[config.mk]
export PLATFORM = sky130hd
export DESIGN_NAME = serving_bridge_master
export DESIGN_NICKNAME = d
export VERILOG_FILES = /design/src/rtl/serving_bridge_pkg.sv /design/src/rtl/serving_bridge_master.sv
export SDC_FILE = /design/constraint.sdc
export NUM_CORES = 1
export LEC_CHECK = 0
export CAP_MARGIN = 20
export CORE_MARGIN = 2
export CORE_UTILIZATION = 50
export CTS_CLUSTER_SIZE = 28
export DETAILED_ROUTE_END_ITERATION = 10
export DONT_BUFFER_PORTS = 1
export PLACE_DENSITY_LB_ADDON = 0.1
export RECOVER_POWER = 25
export SLEW_MARGIN = 0
export SYNTH_ARGS = -nofsm -noshare
export SYNTH_HDL_FRONTEND = slang
export SYNTH_SLANG_ARGS = --single-unit
[constraint.sdc]
create_clock -name i_clk -period 2.18 [get_ports i_clk]
set_clock_uncertainty 0.2 [all_clocks]
set_input_delay 0.218 -clock i_clk [delete_from_list [all_inputs] [get_ports i_clk]]
set_output_delay 0.218 -clock i_clk [all_outputs]
set_load 0.01 [all_outputs]
[src/rtl/serving_bridge_pkg.sv]
// Shared constants and state encoding for the serving bridge initiator.
// Status bytes are what the host sees after each frame.
package serving_bridge_pkg;

    localparam logic [2:0] HDR_MAGIC = 3'b101;

    localparam logic [7:0] ACK_OK = 8'hA5;
    localparam logic [7:0] ACK_TO = 8'hEE;
    localparam logic [7:0] NAK    = 8'h15;

    typedef enum logic [2:0] {
        S_HDR,
        S_ADR0,
        S_ADR1,
        S_DAT,
        S_BUS,
        S_RSP,
        S_RDAT,
        S_NAK
    } state_t;

endpackage

[src/rtl/serving_bridge_master.sv]
// Host byte-frame to single Wishbone transfer bridge; one byte per rx/tx handshake, stb one cycle after the last frame byte.
// Inbound stalls while the transfer and response run; response bytes hold until i_tx_ready accepts them.
module serving_bridge_master
    import serving_bridge_pkg::*;
#(
    parameter int ADR_W   = 11,
    parameter int TIMEOUT = 255
) (
    input  logic             i_clk,
    input  logic             i_rst,
    input  logic [7:0]       i_rx_data,
    input  logic             i_rx_valid,
    output logic             o_rx_ready,
    output logic [7:0]       o_tx_data,
    output logic             o_tx_valid,
    input  logic             i_tx_ready,
    output logic [ADR_W-1:0] o_wb_adr,
    output logic [31:0]      o_wb_dat,
    output logic [3:0]       o_wb_sel,
    output logic             o_wb_we,
    output logic             o_wb_stb,
    input  logic [31:0]      i_wb_rdt,
    input  logic             i_wb_ack,
    output logic             o_busy,
    output logic             o_err
);

    localparam int CNT_W = ($clog2(TIMEOUT + 1) < 8) ? 8 : $clog2(TIMEOUT + 1);

    state_t           state, state_d;
    logic [1:0]       idx;
    logic [CNT_W-1:0] cnt;
    logic [7:0]       status;
    logic [31:0]      rdt;
    logic             rx_fire, tx_fire, hdr_ok, bus_to;

    assign rx_fire = i_rx_valid && o_rx_ready;
    assign tx_fire = o_tx_valid && i_tx_ready;
    assign hdr_ok  = (i_rx_data[6:4] == HDR_MAGIC);
    // The last permitted stb cycle is the one where cnt reaches TIMEOUT-1; an ack there still wins.
    assign bus_to  = (state == S_BUS) && !i_wb_ack && (cnt == CNT_W'(TIMEOUT - 1));

    always_comb begin
        state_d    = state;
        o_rx_ready = 1'b0;
        o_tx_valid = 1'b0;
        o_tx_data  = 8'h00;
        o_wb_stb   = 1'b0;
        o_busy     = (state != S_HDR);
        case (state)
            S_HDR: begin
                o_rx_ready = 1'b1;
                if (rx_fire) state_d = hdr_ok ? S_ADR0 : S_NAK;
            end
            S_ADR0: begin
                o_rx_ready = 1'b1;
                if (rx_fire) state_d = S_ADR1;
            end
            S_ADR1: begin
                o_rx_ready = 1'b1;
                if (rx_fire) state_d = o_wb_we ? S_DAT : S_BUS;
            end
            S_DAT: begin
                o_rx_ready = 1'b1;
                if (rx_fire && idx == 2'd3) state_d = S_BUS;
            end
            S_BUS: begin
                o_wb_stb = 1'b1;
                if (i_wb_ack || bus_to) state_d = S_RSP;
            end
            S_RSP: begin
                o_tx_valid = 1'b1;
                o_tx_data  = status;
                if (tx_fire) state_d = (!o_wb_we && status == ACK_OK) ? S_RDAT : S_HDR;
            end
            S_RDAT: begin
                o_tx_valid = 1'b1;
                o_tx_data  = rdt[{idx, 3'b000} +: 8];
                if (tx_fire && idx == 2'd3) state_d = S_HDR;
            end
            S_NAK: begin
                o_tx_valid = 1'b1;
                o_tx_data  = NAK;
                if (tx_fire) state_d = S_HDR;
            end
            default: state_d = S_HDR;
        endcase
    end

    always_ff @(posedge i_clk) begin
        if (i_rst) begin
            state    <= S_HDR;
            idx      <= 2'd0;
            cnt      <= '0;
            status   <= 8'h00;
            rdt      <= 32'h0;
            o_wb_adr <= '0;
            o_wb_dat <= 32'h0;
            o_wb_sel <= 4'h0;
            o_wb_we  <= 1'b0;
            o_err    <= 1'b0;
        end else begin
            state <= state_d;
            cnt   <= '0;
            case (state)
                S_HDR: begin
                    if (rx_fire) begin
                        if (hdr_ok) begin
                            o_wb_we  <= i_rx_data[7];
                            o_wb_sel <= i_rx_data[3:0];
                        end else begin
                            o_err <= 1'b1;
                        end
                    end
                end
                S_ADR0: if (rx_fire) o_wb_adr[7:0] <= i_rx_data;
                S_ADR1: begin
                    if (rx_fire) begin
                        o_wb_adr[ADR_W-1:8] <= i_rx_data[ADR_W-9:0];
                        idx                 <= 2'd0;
                    end
                end
                S_DAT: begin
                    if (rx_fire) begin
                        o_wb_dat[{idx, 3'b000} +: 8] <= i_rx_data;
                        idx                          <= idx + 2'd1;
                    end
                end
                S_BUS: begin
                    cnt <= cnt + 1'b1;
                    if (i_wb_ack) begin
                        status <= ACK_OK;
                        if (!o_wb_we) rdt <= i_wb_rdt;
                    end else if (bus_to) begin
                        status <= ACK_TO;
                        o_err  <= 1'b1;
                    end
                end
                S_RSP:  idx <= 2'd0;
                S_RDAT: if (tx_fire) idx <= idx + 2'd1;
                default: ;
            endcase
        end
    end

endmodule

**Word level (Yosys, flattened, before mapping)**

Index checks and enable logic that the tools add are counted.

- Register bits after elaboration: 102
- Input bits: 45

- $add $sub $neg: 3
- Equality and inequality tests: 24
- Shifts and indexed selects: 3
- Muxes and demuxes: 28
- Bitwise gates (word level): 2
- Reductions and logical operators: 27

Operators by type and width:

| cell | count |
|---|---|
| $mux W3 | 11 |
| $bwmux W32 | 1 |
| $shift A8 B7 Y32 const A | 1 |
| $shiftx A32 B6 Y8 | 1 |
| $shiftx A8 B7 Y32 | 1 |
| $ne A2 B2 Y1 const B | 12 |
| $pmux W3 S8 | 1 |
| $pmux W8 S3 | 1 |
| $eq A8 B8 Y1 const B | 2 |
| $mux W8 | 2 |
| $eq A3 B3 Y1 const B | 5 |
| $add A8 B1 Y8 const B | 1 |
| $pmux W2 S4 | 1 |
| $reduce_and A2 Y1 | 4 |
| $reduce_and A8 Y1 | 1 |
| $logic_and A1 B1 Y1 | 7 |
| $mux W1 | 7 |
| $neg A5 Y7 | 1 |
| $eq A3 B2 Y1 const B | 2 |
| $mux W2 | 3 |
| $reduce_and A3 Y1 | 2 |
| $reduce_and A5 Y1 | 1 |
| $reduce_and A4 Y1 | 1 |
| $reduce_bool A2 Y1 | 2 |
| other kinds (14) | 16 |

**Logic depth before layout (Yosys ltp)**

- Depth after elaboration: 7
- Depth in mapped cells: 7
- Gate-level depth less buffers: 6

**Worst setup path after synthesis**

OpenSTA, ideal clock, no wires.

- Path kind: register -> register
- Start: register idx[1]
- End: register o_wb_dat[10]
- Setup time: 70 ps
- Data arrival time: 1925 ps
- Required time: 1910 ps
- Path slack: -15 ps
- Cell stages (with the launch flop): 7
- Period minus slack after synthesis: 2195 ps
- Cells stage by stage: dfxtp_1 > clkbuf_1 > inv_1 > ha_1 > nor3b_1 > nand3_1 > a21oi_1

- Word-level cells in the longest chain between the ends: 3
- Elaborated cells on any way between the ends: 4
- Classes of those cells: add/sub: 1; shift: 2; mux: 1

Ends and longest elaborated chain:

| element | line | RTL |
|---|---|---|
| from (decl) | serving_bridge_master.sv:31 | `logic [1:0] idx;` |
| from (signal assigned) | serving_bridge_master.sv:126 | `idx <= idx + 2'd1;` |
| from (signal assigned) | serving_bridge_master.sv:140 | `S_RDAT: if (tx_fire) idx <= idx + 2'd1;` |
| $neg A5 Y7 (*) | serving_bridge_master.sv:125 | `o_wb_dat[{idx, 3'b000} +: 8] <= i_rx_data;` |
| $shiftx A8 B7 Y32 / $shift A8 B7 Y32 (equally long branches) | serving_bridge_master.sv:125 |  |
| $bwmux W32 (*) | serving_bridge_master.sv:125 |  |
| to (signal, indexed assignment) | serving_bridge_master.sv:125 |  |
| to (decl) | serving_bridge_master.sv:18 | `output logic [31:0] o_wb_dat,` |

Mark *: on every way between the ends. The rest lies on a longest branch, timed or not.
A chain may end at the register's enable or synchronous reset.

**Final worst setup path**

- Start: register state[0]
- End: output o_tx_data[6]

- Word-level cells in the longest chain between the ends: 2
- Elaborated cells on any way between the ends: 4
- Classes of those cells: eq/ne: 3; mux: 1

Ends and longest elaborated chain:

| element | line | RTL |
|---|---|---|
| from (decl) | serving_bridge_master.sv:30 | `state_t state, state_d;` |
| from (signal assigned) | serving_bridge_master.sv:103 | `state <= state_d;` |
| $eq A3 B3 Y1 | serving_bridge_master.sv:50 | `case (state)` |
| $pmux W8 S3 (*) | serving_bridge_master.sv:50 |  |
| to (decl) | serving_bridge_master.sv:14 | `output logic [7:0] o_tx_data,` |

Marks and branches as above.

==> flow_metrics.tcl <==
set metrics [dict create \
    clk_path_buf_depth 2 \
    dr_total_vias 3505 \
    gr-total-overflow 0 \
    timing.rr.end "o_wb_adr[8]" \
    min_path_cells 2 \
    r2r-start "state[1]" \
    synth_area_leaders "dfxtp_1 (47%), nand2_1 (11%), a21oi_1 (9.3%)" \
    slowest_stage "dfxtp_2" \
    ys_ff_latch 97 \
    path_buf_inv 1 \
    vias_per_cell 5.48 \
    synth-edff-count 0 \
    slew_headroom 0.604 \
    start_util 0.510 \
    start_kind "flip-flop" \
    synth_top_area_cell "dfxtp_1" \
    syn-cell-area_um2 4130 \
    finalCritPeriodShare 0.981 \
    finalHoldViolCount 0 \
    status "complete, no violations" \
    crit_type "reg -> out" \
    yosys-top-cells-count "nand2_1 (116), dfxtp_1 (97), a21oi_1 (77)" \
    cts_buffers 9 \
    power.density_nw_per_um2 835 \
    cp-end-kind "primary output" \
    antenna_found_initial 0 \
    die_h_um 94.9 \
    hp-class "in -> reg" \
    maxCapViolCount 0 \
    die_area_um2 9000 \
    routed_wl_um 10600 \
    wire_per_inst_um 16.5 \
    die-width_um 94.9 \
    syn_nets 542 \
    hold_slack_ps 16.6 \
    fin_nets 582 \
    ios 106 \
    placed_cells 578 \
    worstHoldStart "i_rst" \
    worst_pin_slew_ps 594 \
    drv_slew 0 \
    netlist-cell-type-count 41 \
    core_um2 8090 \
    synth-seq-area-share 0.470 \
    ys.flop_type "dfxtp_1" \
    min_to "o_wb_adr[10]" \
    drc 0 \
    clock_latency_ps 360 \
    setup_tns_ps 0 \
    async_reset_ff_frac 0 \
    grt_pass1_wl_um 16400 \
    ys_warn_count 0 \
    cts_tree "done" \
    root_buffer "clkbuf_8" \
    detail-route-antenna-nets 0 \
    worst-r2r-setup-slack_ps 200 \
    hpwlAfterDp_um 6810 \
    drive_above_1_share 0.107 \
    syn_area_per_cell_um2 8.42 \
    rows 33 \
    grt_usage 0.236 \
    max_stage_delay_ps 480 \
    clock_sinks 97 \
    final-instance-count-excl-fill 640 \
    grt_max_degree 89 \
    yosysTopAreaCellShare 0.470 \
    drtPass1Iterations 4 \
    first_global_vias 3322 \
    p_leak_nw 1.70 \
    cp_max_fo 13 \
    yosysMostFrequentCell "nand2_1" \
    path_cells "buf_4 -> nor2b_1 -> nand2_1 -> a21oi_1" \
    num_antenna_cells 0 \
    h-tree-depth 3 \
    vdd_drop_max_v 0.000416 \
    syn_to_final_growth_pct 19.8 \
    critPathRequiredTime_ps 1760 \
    max_freq_ghz 0.468 \
    syn-instance-count 490 \
    crit_arrival_ps 1720 \
    finalCriticalPeriod_ps 2140 \
    rsz0062_at_grt "yes" \
    cp_top_family "flip-flops" \
    drt_iter0_drc 157 \
    r2r_cells 6 \
    path_clk_slew_ps 100 \
    setup_viol 0 \
    gp_congestion 0.840 \
    io_buffers 0 \
]
[power by group]
| group | switching (mW) | total (mW) | internal [mW] |
|---|---|---|---|
| sequential | 0.156 | 2.06 | 1.90 |
| clock | 0.662 | 1.20 | 0.540 |
| combinational | 0.471 | 0.867 | 0.396 |
| total | 1.29 | 4.13 | 2.84 |
[layout by cell type, fill, tap and decap left out, types with 5 or more instances in the layout]
master	count
ha_1	7
nor3_1	6
dlygate4sd3_1	43
nand2_1	116
inv_1	8
mux4_2	8
a21oi_1	75
nand3_1	41
mux2i_1	18
and2_1	5
nor2_1	31
dfxtp_1	93
clkbuf_8	9
buf_4	13
[how the worst max path moves through the flow]
stage | start | end | slack, ps | cells past startpoint
3_5_place_dp | idx[0] | o_wb_dat[18] | 140 | 5
4_1_cts | idx[0] | o_tx_data[4] | 20 | 3
2_1_floorplan | idx[1] | o_wb_dat[3] | 3 | 6
6_report | state[0] | o_tx_data[6] | 40 | 4
5_1_grt | state[0] | o_tx_data[6] | -60 | 4
3_3_place_gp | idx[0] | o_wb_dat[12] | 230 | 5
[flip-flops by register name, indices dropped and copies added, names as in the netlist]
signal,cells
state,3
o_err,1
o_wb_dat,32
rdt,32
o_wb_sel,4
status,3
o_wb_we,1
cnt,8
idx,2
o_wb_adr,11
[cell families after synthesis]
group,Yosys count,synth area share
compound gates,92,0.121
fa+ha+maj,7,0.0212
buf+inv,38,0.0406
flops,97,0.470
xor+xnor,7,0.0149
simple gates,221,0.239
mux,28,0.0928
[per-stage QoR]
stage	power [mW]	util	setup WS [ps]	cell area (µm²)
final	4.13	0.611	42.1	4950
after global routing	4.34	0.611	-58.1	4950
after CTS	4.15	0.608	18.1	4920
after detailed placement	2.84	0.524	136	4240
after global placement	2.82	0.524	228	4240
after floorplan	2.66	-	3.36	4140
[worst register-to-register path, delay by kind of cell, from the launching register on]
kind / cells / cell delay [ps]
buf+inv: 2 / 710
flops: 1 / 510
simple gates: 3 / 280
mux: 1 / 180
[per-layer routing]
layer	track usage	share of wire	vias to the layer above
met5	0	0	-
met4	0.100	0.021	0
met3	0.0591	0.065	20
met2	0.375	0.48	94
met1	0.304	0.43	1649
li1	-	-	1742
[final cells by class]
cell class                      instances  area, µm²
Clock inverter                          7       77.6
Inverter                                8       30.0
Sequential cell                        97       1950
Clock buffer                            9        124
Timing Repair Buffer                   59        596
Fill cell                             752       3150
Multi-Input combinational cell        355       2040
Tap cell                              105        131
[repair_timing]
action,in CTS,in global routing
gates resized for setup,7,3
hold buffers,44,0
setup endpoints to repair,9,6
buffers inserted,0,2
endpoints found under the hold margin,89,0
Power figures use the tool's default switching activity.
